**src/rtl/ysyx_23060221_ifu_pkg.sv**
```systemverilog
// Shared definitions for instruction fetch: FSM state encodings, AXI response
// code and the architectural reset PC.
package ysyx_23060221_ifu_pkg;

    typedef enum logic [1:0] {
        IDLE = 2'd0,
        REQ  = 2'd1,
        RESP = 2'd2,
        OUT  = 2'd3
    } ifu_state_e;

    localparam logic [1:0]  RRESP_OKAY = 2'b00;
    localparam logic [31:0] RESET_PC   = 32'h30000000;

endpackage

```
**src/rtl/ysyx_23060221_ifu.sv**
```systemverilog
// Instruction fetch unit: takes a PC from writeback, fetches one word over AXI4-Lite
// read, hands it to decode. Optional fault reporting under `IFU_FAULT_CHECK_EN`.
module ysyx_23060221_ifu
    import ysyx_23060221_ifu_pkg::*;
#(
    parameter int XLEN = 32
) (
    input  logic            clk,
    input  logic            rst,
    input  logic [XLEN-1:0] pc,
    input  logic            WBU_valid,
    output logic            IFU_ready,
    output logic [XLEN-1:0] araddr,
    output logic            arvalid,
    input  logic            arready,
    input  logic [XLEN-1:0] rdata,
    input  logic [1:0]      rresp,
    input  logic            rvalid,
    output logic            rready,
    output logic [XLEN-1:0] inst,
    output logic [XLEN-1:0] inst_pc,
    output logic            ifu_err,
    output logic            IFU_valid,
    input  logic            IDU_ready
);

    ifu_state_e      state, state_n;
    logic            out_armed;
    logic            pc_misaligned;
    logic [XLEN-1:0] fetch_addr;

`ifdef IFU_FAULT_CHECK_EN
    assign pc_misaligned = (pc[1:0] != 2'b00);
    assign fetch_addr    = pc;
`else
    logic unused_rresp;
    assign unused_rresp  = ^rresp;
    assign pc_misaligned = 1'b0;
    assign fetch_addr    = {pc[XLEN-1:2], 2'b00};
`endif

    always_comb begin
        state_n = state;
        case (state)
            IDLE:    if (WBU_valid) state_n = pc_misaligned ? OUT : REQ;
            REQ:     if (arready)   state_n = RESP;
            RESP:    if (rvalid)    state_n = OUT;
            // decode may only take the instruction from the second OUT cycle on
            OUT:     if (IDU_ready && out_armed) state_n = IDLE;
            default: state_n = IDLE;
        endcase
    end

    // Handshake flags are registered copies of the next state, so no input
    // reaches an output combinationally.
    always_ff @(posedge clk or negedge rst) begin
        if (!rst) begin
            state     <= IDLE;
            IFU_ready <= 1'b1;
            arvalid   <= 1'b0;
            rready    <= 1'b0;
            IFU_valid <= 1'b0;
            out_armed <= 1'b0;
        end else begin
            state     <= state_n;
            IFU_ready <= (state_n == IDLE);
            arvalid   <= (state_n == REQ);
            rready    <= (state_n == RESP);
            IFU_valid <= (state_n == OUT);
            out_armed <= (state == OUT) && (state_n == OUT);
        end
    end

    always_ff @(posedge clk or negedge rst) begin
        if (!rst) begin
            araddr  <= '0;
            inst    <= '0;
            inst_pc <= '0;
        end else begin
            if (state == IDLE && WBU_valid) begin
                araddr  <= fetch_addr;
                inst_pc <= pc;
                if (pc_misaligned) inst <= '0;
            end
            if (state == RESP && rvalid) inst <= rdata;
        end
    end

`ifdef IFU_FAULT_CHECK_EN
    always_ff @(posedge clk or negedge rst) begin
        if (!rst) begin
            ifu_err <= 1'b0;
        end else if (state == IDLE && WBU_valid && pc_misaligned) begin
            ifu_err <= 1'b1;
        end else if (state == RESP && rvalid) begin
            ifu_err <= (rresp != RRESP_OKAY);
        end
    end
`else
    assign ifu_err = 1'b0;
`endif

endmodule

```
**config.mk**
```make
export PLATFORM = sky130hd
export DESIGN_NAME = ysyx_23060221_ifu
export DESIGN_NICKNAME = d
export VERILOG_FILES = /design/src/rtl/ysyx_23060221_ifu_pkg.sv /design/src/rtl/ysyx_23060221_ifu.sv
export SDC_FILE = /design/constraint.sdc
export NUM_CORES = 1
export LEC_CHECK = 0
export BUFFER_PORTS_ARGS = -buffer_cell sky130_fd_sc_hd__buf_2
export CAP_MARGIN = 40
export CELL_PAD_IN_SITES_DETAIL_PLACEMENT = 0
export CELL_PAD_IN_SITES_GLOBAL_PLACEMENT = 1
export CORE_ASPECT_RATIO = 0.6
export CORE_MARGIN = 2
export CORE_UTILIZATION = 33
export DETAILED_ROUTE_END_ITERATION = 10
export PLACE_DENSITY = 0.88
export SETUP_SLACK_MARGIN = 0.1
export SLEW_MARGIN = 20
export SYNTH_ARGS = -nofsm -noshare
export SYNTH_HDL_FRONTEND = slang
export SYNTH_SLANG_ARGS = --single-unit
```
**constraint.sdc**
```tcl
create_clock -name clk -period 1.7 [get_ports clk]
set_input_delay 0.34 -clock clk [delete_from_list [all_inputs] [get_ports clk]]
set_output_delay 0.34 -clock clk [all_outputs]
set_load 0.1 [all_outputs]
```
Yosys cells after proc, flatten, opt, wreduce, memory -nomap -nowiden
Cells that the tools add are included.
{"block": "op_classes", "n_reduce_logical": 6, "muxes": 5, "n_eq_ne": 6}
{"operator": "$eq 2x2->1 const B", "n": 4}
{"operator": "$mux 2", "n": 4}
{"operator": "$pmux 2 s4", "n": 1}
{"operator": "$eq 2x1->1 const B", "n": 2}
{"operator": "$logic_and 1x1->1", "n": 4}
{"operator": "$logic_not 2->1", "n": 2}
{"block": "word_totals", "reg_bits": 101, "elab_cells": 26, "output_inout_bits": 101, "inputBits": 72}

Longest topological paths before layout
Gate-level depths: netlist of the first run.
{"block": "logic_depth", "depth_word": 5, "depth_mapped": 3, "depth_no_buf": 2}

Worst setup path after synthesis of the first run
OpenSTA, ideal clock, no wires.
{"block": "synth_path", "path_kind": "register to output", "from": "register inst_pc[10]", "to": "output inst_pc[10]", "stages_incl_launch_ff": 2, "arrival_time_ns": 1.337, "n_path_buf": 1, "setup_slack_ns": 0.023, "required_ns": 1.360, "cell_sequence": "dfrtp_1 buf_4"}
{"element": "start, declared", "line": "ysyx_23060221_ifu.sv:21", "text": "output logic [XLEN-1:0] inst_pc,"}
{"element": "start signal, assigned", "line": "ysyx_23060221_ifu.sv:82", "text": "inst_pc <= pc;"}
No word-level cell between the ends.

Worst setup path after layout of the first run
{"block": "layout_path", "from": "register IFU_ready", "to": "output IFU_ready"}
{"element": "start, declared", "line": "ysyx_23060221_ifu.sv:12", "text": "output logic IFU_ready,"}
{"element": "start signal, assigned", "line": "ysyx_23060221_ifu.sv:66", "text": "IFU_ready <= (state_n == IDLE);"}
No word-level cell between the ends.

==> results.sh, run 1 <==
export IMPL_yosysUniqueCellTypes=21
export IMPL_gp_congestion=0.6895
export IMPL_yosysWarnings=0
export IMPL_critical_path_required_ns=1.36
export IMPL_max_slew_margin_pct=66.06
export IMPL_rsz0062_at_grt="false"
export IMPL_hold_viol=0
export IMPL_ys_seq_area_share_pct=60.16
export IMPL_grt_max_degree=72
export IMPL_place_hpwl_um=4396
export IMPL_ctsRootBufferMaster="clkbuf_16"
export IMPL_grt_overflow_total=0
export IMPL_syn_area_per_cell_um2=15.08
export IMPL_async_flop_share_pct=100.0
export IMPL_worstHoldPathType="input port to asynchronous set/reset pin"
export IMPL_crit_chain="buf_4"
export IMPL_cts_tree="yes"
export IMPL_port_buffers=167
export IMPL_vias=1991
export IMPL_start_util_pct=34.41
export IMPL_antenna_cells=0
export IMPL_slowest_stage="dfstp_2"
export IMPL_die_y_um=77.31
export IMPL_arrival_ns=1.13
export IMPL_path_delay_family="flip-flops"
export IMPL_critPathBufInv=1
export IMPL_grt_pass1_vias=2111
export IMPL_skew_ns=0.006223
export IMPL_wl_per_cell_um=13.00
export IMPL_first_iter_violations=15
export IMPL_path_max_fanout=1
export IMPL_h_tree_depth=3
export IMPL_fp_coreArea_um2=8588
export IMPL_grt_pass1_wl_um=9936
export IMPL_dieArea_um2=9754
export IMPL_final_period_utilization_pct=86.31
export IMPL_critPathKind="flip-flop to primary output"
export IMPL_track_usage_pct=13.23
export IMPL_period_minus_slack_ns=1.467
export IMPL_fin_nets=413
export IMPL_fmaxAchievable_ghz=0.6815
export IMPL_cp_slowest_stage_delay_ns=0.52
export IMPL_synthCells=196
export IMPL_tns_ns=0
export IMPL_postCtsSetupBuffers=0
export IMPL_drc=0
export IMPL_synth_area_top_cells="dfrtp_1 59%, mux2_2 23%, buf_4 8.4%, mux2_1 1.5%, buf_6 1.1%"
export IMPL_clk_latency_ns=0.33
export IMPL_vias_per_cell=4.347
export IMPL_ys_flop_type="dfrtp_1"
export IMPL_ioPinCount=173
export IMPL_synth_edf_count=0
export IMPL_crit_path_start_kind="flip-flop"
export IMPL_setup_viol=0
export IMPL_cts_buffers_inserted=9
export IMPL_fillCellCount=799
export IMPL_maxCapViolations=0
export IMPL_clkSinkCount=71
export IMPL_ys_ff_latch=71
export IMPL_maxSlewViolCount=0
export IMPL_yosysTopAreaCellShare_pct=59.27
export IMPL_first_pass_iters=4
export IMPL_drive_gt1_share_pct=81.79
export IMPL_worstMarginPinSlew_ns=0.5126
export IMPL_yosysTopAreaCell="dfrtp_1"
export IMPL_crit_path_end_kind="primary output"
export IMPL_syn_to_final_growth_pct=38.36
export IMPL_antenna_found_initial=0
export IMPL_syn_area_um2=2955
export IMPL_clk_pin_slew_worst_paths_ns=0.06
export IMPL_drt_total_wl_um=5953
export IMPL_die_w_um=126.2
export IMPL_ant_nets=0
export IMPL_rows=26
export IMPL_outcome="completed"
export IMPL_clk_path_buf_depth=2
[cells in the final DEF (no fill, tap or decap), drive strengths merged]
master	n
nor3b	1
dfrtp	70
clkinvlp	1
dfstp	1
o22ai	1
buf	173
clkinv	2
nand2	2
and3	2
a21o	1
conb	3
inv	1
nand2b	3
bufinv	3
nor2	1
nand3b	1
nor3	1
mux4	1
mux2	64
o21ai	1
clkbuf	10
a21oi	3
[worst register-to-register path, cell delays in order (launching register included)]
cell	delay [ns]
dfrtp_1	0.45
nor3b_4	0.22
buf_4	0.28
mux2_2	0.37
[synthesized netlist by cell type (2+ instances only)]
cell	n
dfrtp_1	70
mux2_2	60
buf_4	33
buf_2	5
mux2_1	4
a21oi_1	3
buf_6	3
nand2b_1	3
and3_1	2
nand2_1	2
[through the flow]
step / utilization, % / cells / setup slack, ns / instance area [µm²] / hold WS (ns)
final: 47.61 / 458 / 0.2327 / 4089 / 0.02467
after global routing: 47.61 / 458 / 0.1745 / 4089 / 0.05811
after CTS: 47.61 / 458 / 0.2119 / 4089 / 0.03921
after detailed placement: 43.55 / 442 / 0.2508 / 3740 / 0.3938
after global placement: 43.55 / 442 / 0.2781 / 3740 / 0.3930
after floorplan: - / 198 / 0.3155 / 3000 / 0.04441
[per-layer routing]
metal	wire (µm)	global-route usage [%]	vias up
met4	100	5.934	0
met2	2669	20.43	107
li1	-	-	922
met5	0	0	-
met1	2454	15.02	953
met3	729	7.467	9
[sequential cells by signal (all words and copies together), names as in the netlist]
signal / cells
IFU_ready: 1
IFU_valid: 1
arvalid: 1
inst: 32
inst_pc: 32
out_armed: 1
rready: 1
state: 2
[timing repair]
action,4_1_cts,5_1_grt
gates resized for setup,1,0
hold buffers,0,0
endpoints found under the setup margin,1,0
[cells by family after synthesis]
group / Yosys count / synth area share, %
simple gates: 11 / 2.921
flops: 71 / 60.16
compound gates: 6 / 1.143
mux: 65 / 25.15
buf+inv: 42 / 10.50
other cells: 1 / 0.1269
[layout make-up]
| type | instances | area, µm² | area share, % |
|---|---|---|---|
| clock buffer | 10 | 239.0 | 5.845 |
| clock inverter | 6 | 107.6 | 2.632 |
| inverter | 1 | 3.754 | 0.09180 |
| multi-input combinational | 85 | 874.6 | 21.39 |
| sequential | 71 | 1815 | 44.40 |
| tap | 112 | 140.1 | 3.427 |
| timing repair buffer | 173 | 908.4 | 22.22 |
[final timing paths]
| path | start | end | slack, ns | cells past startpoint |
|---|---|---|---|---|
| max in group asynchronous | rst | IFU_ready | 1.34 | 2 |
| hold reg to reg | inst[4] | inst[4] | 0.49 | 1 |
| min in group clk | rdata[4] | inst[4] | 0.22 | 2 |
| hold / removal | rst | inst[22] | 0.02 | 2 |
| setup / recovery | IFU_ready | IFU_ready | 0.23 | 1 |
| setup reg to reg | state[1] | inst_pc[13] | 0.26 | 3 |
Power of run 1 is left out: the tool's default activity adds up to more than one toggle a clock period on the data nets, which glitch-free logic cannot reach.
==> run 2, diff against run 1 <==
CORE_UTILIZATION = 30   (was 33)
MAX_ROUTING_LAYER = met4   (was unset)
PLACE_DENSITY = 0.84   (was 0.88)
clock period = 1.2 ns   (was 1.7 ns; I/O delays follow)
==> run 2 against run 1 <==
Effect of this change:
- the flow now finishes with violations (negative setup slack)
- sequential share of layout area fell by 13 points
- cell count up 8.7%
- clock-buffer cell count increased by 1
- critical endpoint is now inst_pc[25]
- highest routed layer unchanged
==> results.sh, run 2 (synthesized netlist as in run 1, its figures left out) <==
export IMPL_placed_area_um2=5404
export IMPL_fp_coreArea_um2=9704
export IMPL_grt_pass1_wl_um=12560
export IMPL_outcome="finished with violations"
export IMPL_path_max_fanout=8
export IMPL_final_period_utilization_pct=117.8
export IMPL_dieArea_um2=10690
export IMPL_finalNonFillerCells=498
export IMPL_ant_nets=0
export IMPL_maxSlewViolCount=0
export IMPL_grt_pass1_vias=2313
export IMPL_gp_congestion=0.7621
export IMPL_crit_path_start_kind="flip-flop"
export IMPL_arrival_ns=1.62
export IMPL_grt_overflow_total=0
export IMPL_drt_total_wl_um=8392
export IMPL_cp_slowest_stage_delay_ns=0.41
export IMPL_reg_top3="inst (32), inst_pc (32), state (2)"
export IMPL_ioPinCount=173
export IMPL_dp_slack_ns=-0.2104
export IMPL_final_area_um2=6141
export IMPL_fin_nets=430
export IMPL_layout_common_cells="101 x buf_12, 68 x buf_2, 38 x dfrtp_2, 34 x mux2_4, 30 x mux2_2"
export IMPL_violations="negative setup slack"
export IMPL_wl_met1_um=3560
export IMPL_period_minus_slack_ns=1.414
export IMPL_clk_latency_ns=0.32
export IMPL_track_usage_pct=15.86
export IMPL_ff2ff_path_depth=4
export IMPL_maxCapViolations=0
export IMPL_critPathKind="flip-flop to flip-flop"
export IMPL_clk_path_buf_depth=2
export IMPL_clkSinkCount=71
export IMPL_start_util_pct=30.45
export IMPL_worstHoldPathCells=2
export IMPL_syn_to_final_growth_pct=107.8
export IMPL_critical_path_required_ns=1.40
export IMPL_met2WireLength_um=4110
export IMPL_clk_pin_slew_worst_paths_ns=0.06
export IMPL_antenna_cells=0
export IMPL_drc=0
export IMPL_rows=28
export IMPL_vias_per_cell=4.265
export IMPL_skew_ns=0.003722
export IMPL_first_pass_iters=4
export IMPL_first_iter_violations=40
export IMPL_cts_buffers_inserted=9
export IMPL_highest_layer="met4"
export IMPL_setup_viol=124
export IMPL_die_w_um=132.1
export IMPL_rsz0062_at_grt="true"
export IMPL_drive_gt1_share_pct=95.87
export IMPL_hold_viol=0
export IMPL_dp_cells=468
export IMPL_utilization_pct=63.28
export IMPL_die_y_um=80.88
export IMPL_fin_ws_ns=-0.2137
export IMPL_fmaxAchievable_ghz=0.7074
export IMPL_vias=2124
export IMPL_met3_length_um=684
export IMPL_wl_per_cell_um=16.85
export IMPL_antenna_found_initial=0
export IMPL_ctsRootBufferMaster="clkbuf_16"
export IMPL_worstHoldPathType="input port to flip-flop"
export IMPL_place_hpwl_um=5927
export IMPL_crit_chain="nor3b_4, buf_6, clkbuf_16, mux2_4"
export IMPL_crit_path_end_kind="flip-flop"
export IMPL_h_tree_depth=3
export IMPL_grt_max_degree=72
export IMPL_cts_tree="yes"
export IMPL_port_buffers=167
export IMPL_slowest_stage="dfrtp_1"
export IMPL_final_common_cell="buf_12"
run 2: changes by cell type in the layout (fill, tap and decap cells not counted), sizes merged:
cell         previous run  this run
buf                   173       187
clkinv                  2         0
clkbuf                 10        13
bufinv                  3         4
dlygate4sd3             0         1
run 2: worst paths after layout:
path                            from          end  slack [ns]
setup / recovery            state[0]  inst_pc[25]       -0.21
hold / removal             rdata[17]     inst[17]        0.15
setup reg to reg            state[0]  inst_pc[25]       -0.21
hold reg to reg             inst[29]     inst[29]        0.55
max in group asynchronous        rst   inst_pc[6]        0.41
min in group asynchronous        rst    out_armed        0.46
run 2: cell type report:
class,instances,area (µm²)
Clock inverter,5,127.6
Tap cell,135,168.9
Fill cell,695,3563
Clock buffer,11,252.7
Inverter,1,3.754
Multi-Input combinational cell,85,1042
Sequential cell,71,1934
Timing Repair Buffer,190,2611
run 2: repair_timing:
action	CTS	global route
hold buffers	1	0
gates resized for setup	27	24
pin swaps	5	2
gates cloned	1	2
endpoints found under the setup margin	163	168
buffers inserted	7	3
endpoints found under the hold margin	70	0
run 2: critical path: cells and delay by family (launching register included):
family        cells  cell delay [ns]
mux               1             0.30
flops             1             0.41
buf+inv           2             0.34
simple gates      1             0.24
run 2: metrics by stage:
stage / hold slack, ns / TNS [ns]
after global placement: 0.2770 / -7.345
after CTS: 0.1221 / -13.62
after global routing: 0.1329 / -17.03
after floorplan: -0.05559 / -4.521
after detailed placement: 0.2843 / -8.816
final: 0.1457 / -12.17
run 2: metal layers:
metal | vias to the layer above | track usage (%)
li1 | 956 | -
met1 | 1054 | 19.60
met4 | 0 | 2.935
met5 | - | -
met3 | 4 | 5.930
met2 | 110 | 25.36
Power of run 2 is left out for the same reason.
==> run 3, diff against run 2 <==
BUFFER_PORTS_ARGS = -buffer_cell sky130_fd_sc_hd__buf_4   (was -buffer_cell sky130_fd_sc_hd__buf_2)
SETUP_SLACK_MARGIN = unset   (was 0.1)
SLEW_MARGIN = 0   (was 20)
==> run 3 against run 2 <==
Effect of this change:
- the run still ends with negative setup slack left
- cell count down 0.60%
- sequential cell count unchanged
- via count down 2.2%
- critical endpoint is now inst_pc[15]
- cell area down 7.6%
- worst hold slack worse by 0.0035 ns
==> results.sh, run 3 (synthesized netlist as in run 1, its figures left out) <==
export IMPL_crit_chain="nor3b_4, buf_4, buf_12, mux2_2"
export IMPL_met3_length_um=573
export IMPL_fin_ws_ns=-0.2009
export IMPL_met2WireLength_um=3969
export IMPL_layout_common_cells="79 x buf_4, 66 x buf_12, 59 x mux2_2, 35 x buf_6, 34 x dfrtp_2"
export IMPL_place_hpwl_um=4841
export IMPL_clk_latency_ns=0.32
export IMPL_wl_per_cell_um=15.89
export IMPL_fp_coreArea_um2=9704
export IMPL_fin_nets=427
export IMPL_h_tree_depth=3
export IMPL_hold_viol=0
export IMPL_start_util_pct=30.45
export IMPL_antenna_found_initial=0
export IMPL_critPathKind="flip-flop to flip-flop"
export IMPL_maxCapViolations=0
export IMPL_crit_path_start_kind="flip-flop"
export IMPL_first_iter_violations=23
export IMPL_maxSlewViolCount=0
export IMPL_drc=0
export IMPL_clk_path_buf_depth=2
export IMPL_cts_tree="yes"
export IMPL_vias_per_cell=4.198
export IMPL_outcome="finished with violations"
export IMPL_vias=2078
export IMPL_rows=28
export IMPL_ant_nets=0
export IMPL_timing_hold_ws_ns=0.1422
export IMPL_final_common_cell="buf_4"
export IMPL_skew_ns=0.003924
export IMPL_fillCellCount=715
export IMPL_arrival_ns=1.61
export IMPL_highest_layer="met4"
export IMPL_slowest_stage="dfrtp_1"
export IMPL_path_max_fanout=16
export IMPL_grt_pass1_vias=2299
export IMPL_rsz0062_at_grt="true"
export IMPL_reg_top3="inst (32), inst_pc (32), state (2)"
export IMPL_worstHoldPathType="input port to flip-flop"
export IMPL_antenna_cells=0
export IMPL_gp_congestion=0.7328
export IMPL_ioPinCount=173
export IMPL_wl_met1_um=3268
export IMPL_track_usage_pct=15.16
export IMPL_clkSinkCount=71
export IMPL_final_period_utilization_pct=116.7
export IMPL_cp_slowest_stage_delay_ns=0.42
export IMPL_critical_path_required_ns=1.40
export IMPL_die_y_um=80.88
export IMPL_drt_total_wl_um=7866
export IMPL_port_buffers=167
export IMPL_critPathBufInv=2
export IMPL_grt_overflow_total=0
export IMPL_die_w_um=132.1
export IMPL_path_delay_family="flip-flops"
export IMPL_ctsRootBufferMaster="clkbuf_16"
export IMPL_cts_buffers_inserted=9
export IMPL_clk_pin_slew_worst_paths_ns=0.05
export IMPL_dieArea_um2=10690
export IMPL_first_pass_iters=3
export IMPL_grt_pass1_wl_um=12140
export IMPL_crit_path_end_kind="flip-flop"
export IMPL_grt_max_degree=72
export IMPL_syn_to_final_growth_pct=92.08
export IMPL_violations="negative setup slack"
export IMPL_fmaxAchievable_ghz=0.7138
export IMPL_drive_gt1_share_pct=91.39
export IMPL_period_minus_slack_ns=1.401
export IMPL_setup_viol=124
==> run 3: changes by cell type in the layout (fill, tap and decap cells not counted), sizes merged <==
cell,previous run,this run
bufinv,4,0
buf,187,184
clkinvlp,1,0
clkinv,0,5
==> run 3: what timing repair did <==
item | 4_1_cts | 5_1_grt
hold endpoints to repair | 70 | 0
cloned | 1 | 3
pin swaps | 1 | 0
hold buffers | 1 | 0
buffers inserted | 4 | 3
endpoints found under the setup margin | 162 | 129
resized for setup | 223 | 10
==> run 3: area by class of cell <==
class                           instances  area, µm²  share of cell area (%)
Clock buffer                           11      232.7                   4.100
Sequential cell                        71       1929                   33.99
Inverter                                1      3.754                 0.06612
Tap cell                              135      168.9                   2.976
Timing Repair Buffer                  187       2431                   42.83
Clock inverter                          5      25.02                  0.4408
Multi-Input combinational cell         85      885.9                   15.61
==> run 3: worst paths after layout <==
check	start	endpoint	slack (ns)	depth (start not counted)
hold / removal	pc[19]	inst_pc[19]	0.14	2
hold reg to reg	inst[24]	inst[24]	0.52	1
max in group asynchronous	rst	inst_pc[2]	0.36	3
min in group asynchronous	rst	inst_pc[23]	0.46	3
setup reg to reg	state[1]	inst_pc[15]	-0.20	4
setup / recovery	state[1]	inst_pc[15]	-0.20	4
==> run 3: layer usage <==
layer / up-vias / global-route usage (%)
met5: - / -
met2: 94 / 25.36
met1: 1027 / 17.37
li1: 949 / -
met4: 0 / 3.913
met3: 8 / 5.868
==> run 3: through the flow <==
stage               instances  instance area, µm²  util, %  setup WS, ns  setup TNS, ns
CTS                       489                5560    57.30       -0.2117         -14.74
finish                    495                5677    58.50       -0.2009         -14.16
global route              495                5677    58.50       -0.2538         -19.65
floorplan                 198                3120        -       -0.1494         -4.520
global placement          467                4327    44.58       -0.1793         -8.214
detailed placement        467                4327    44.58       -0.2180         -10.38
Power of run 3 is left out for the same reason.
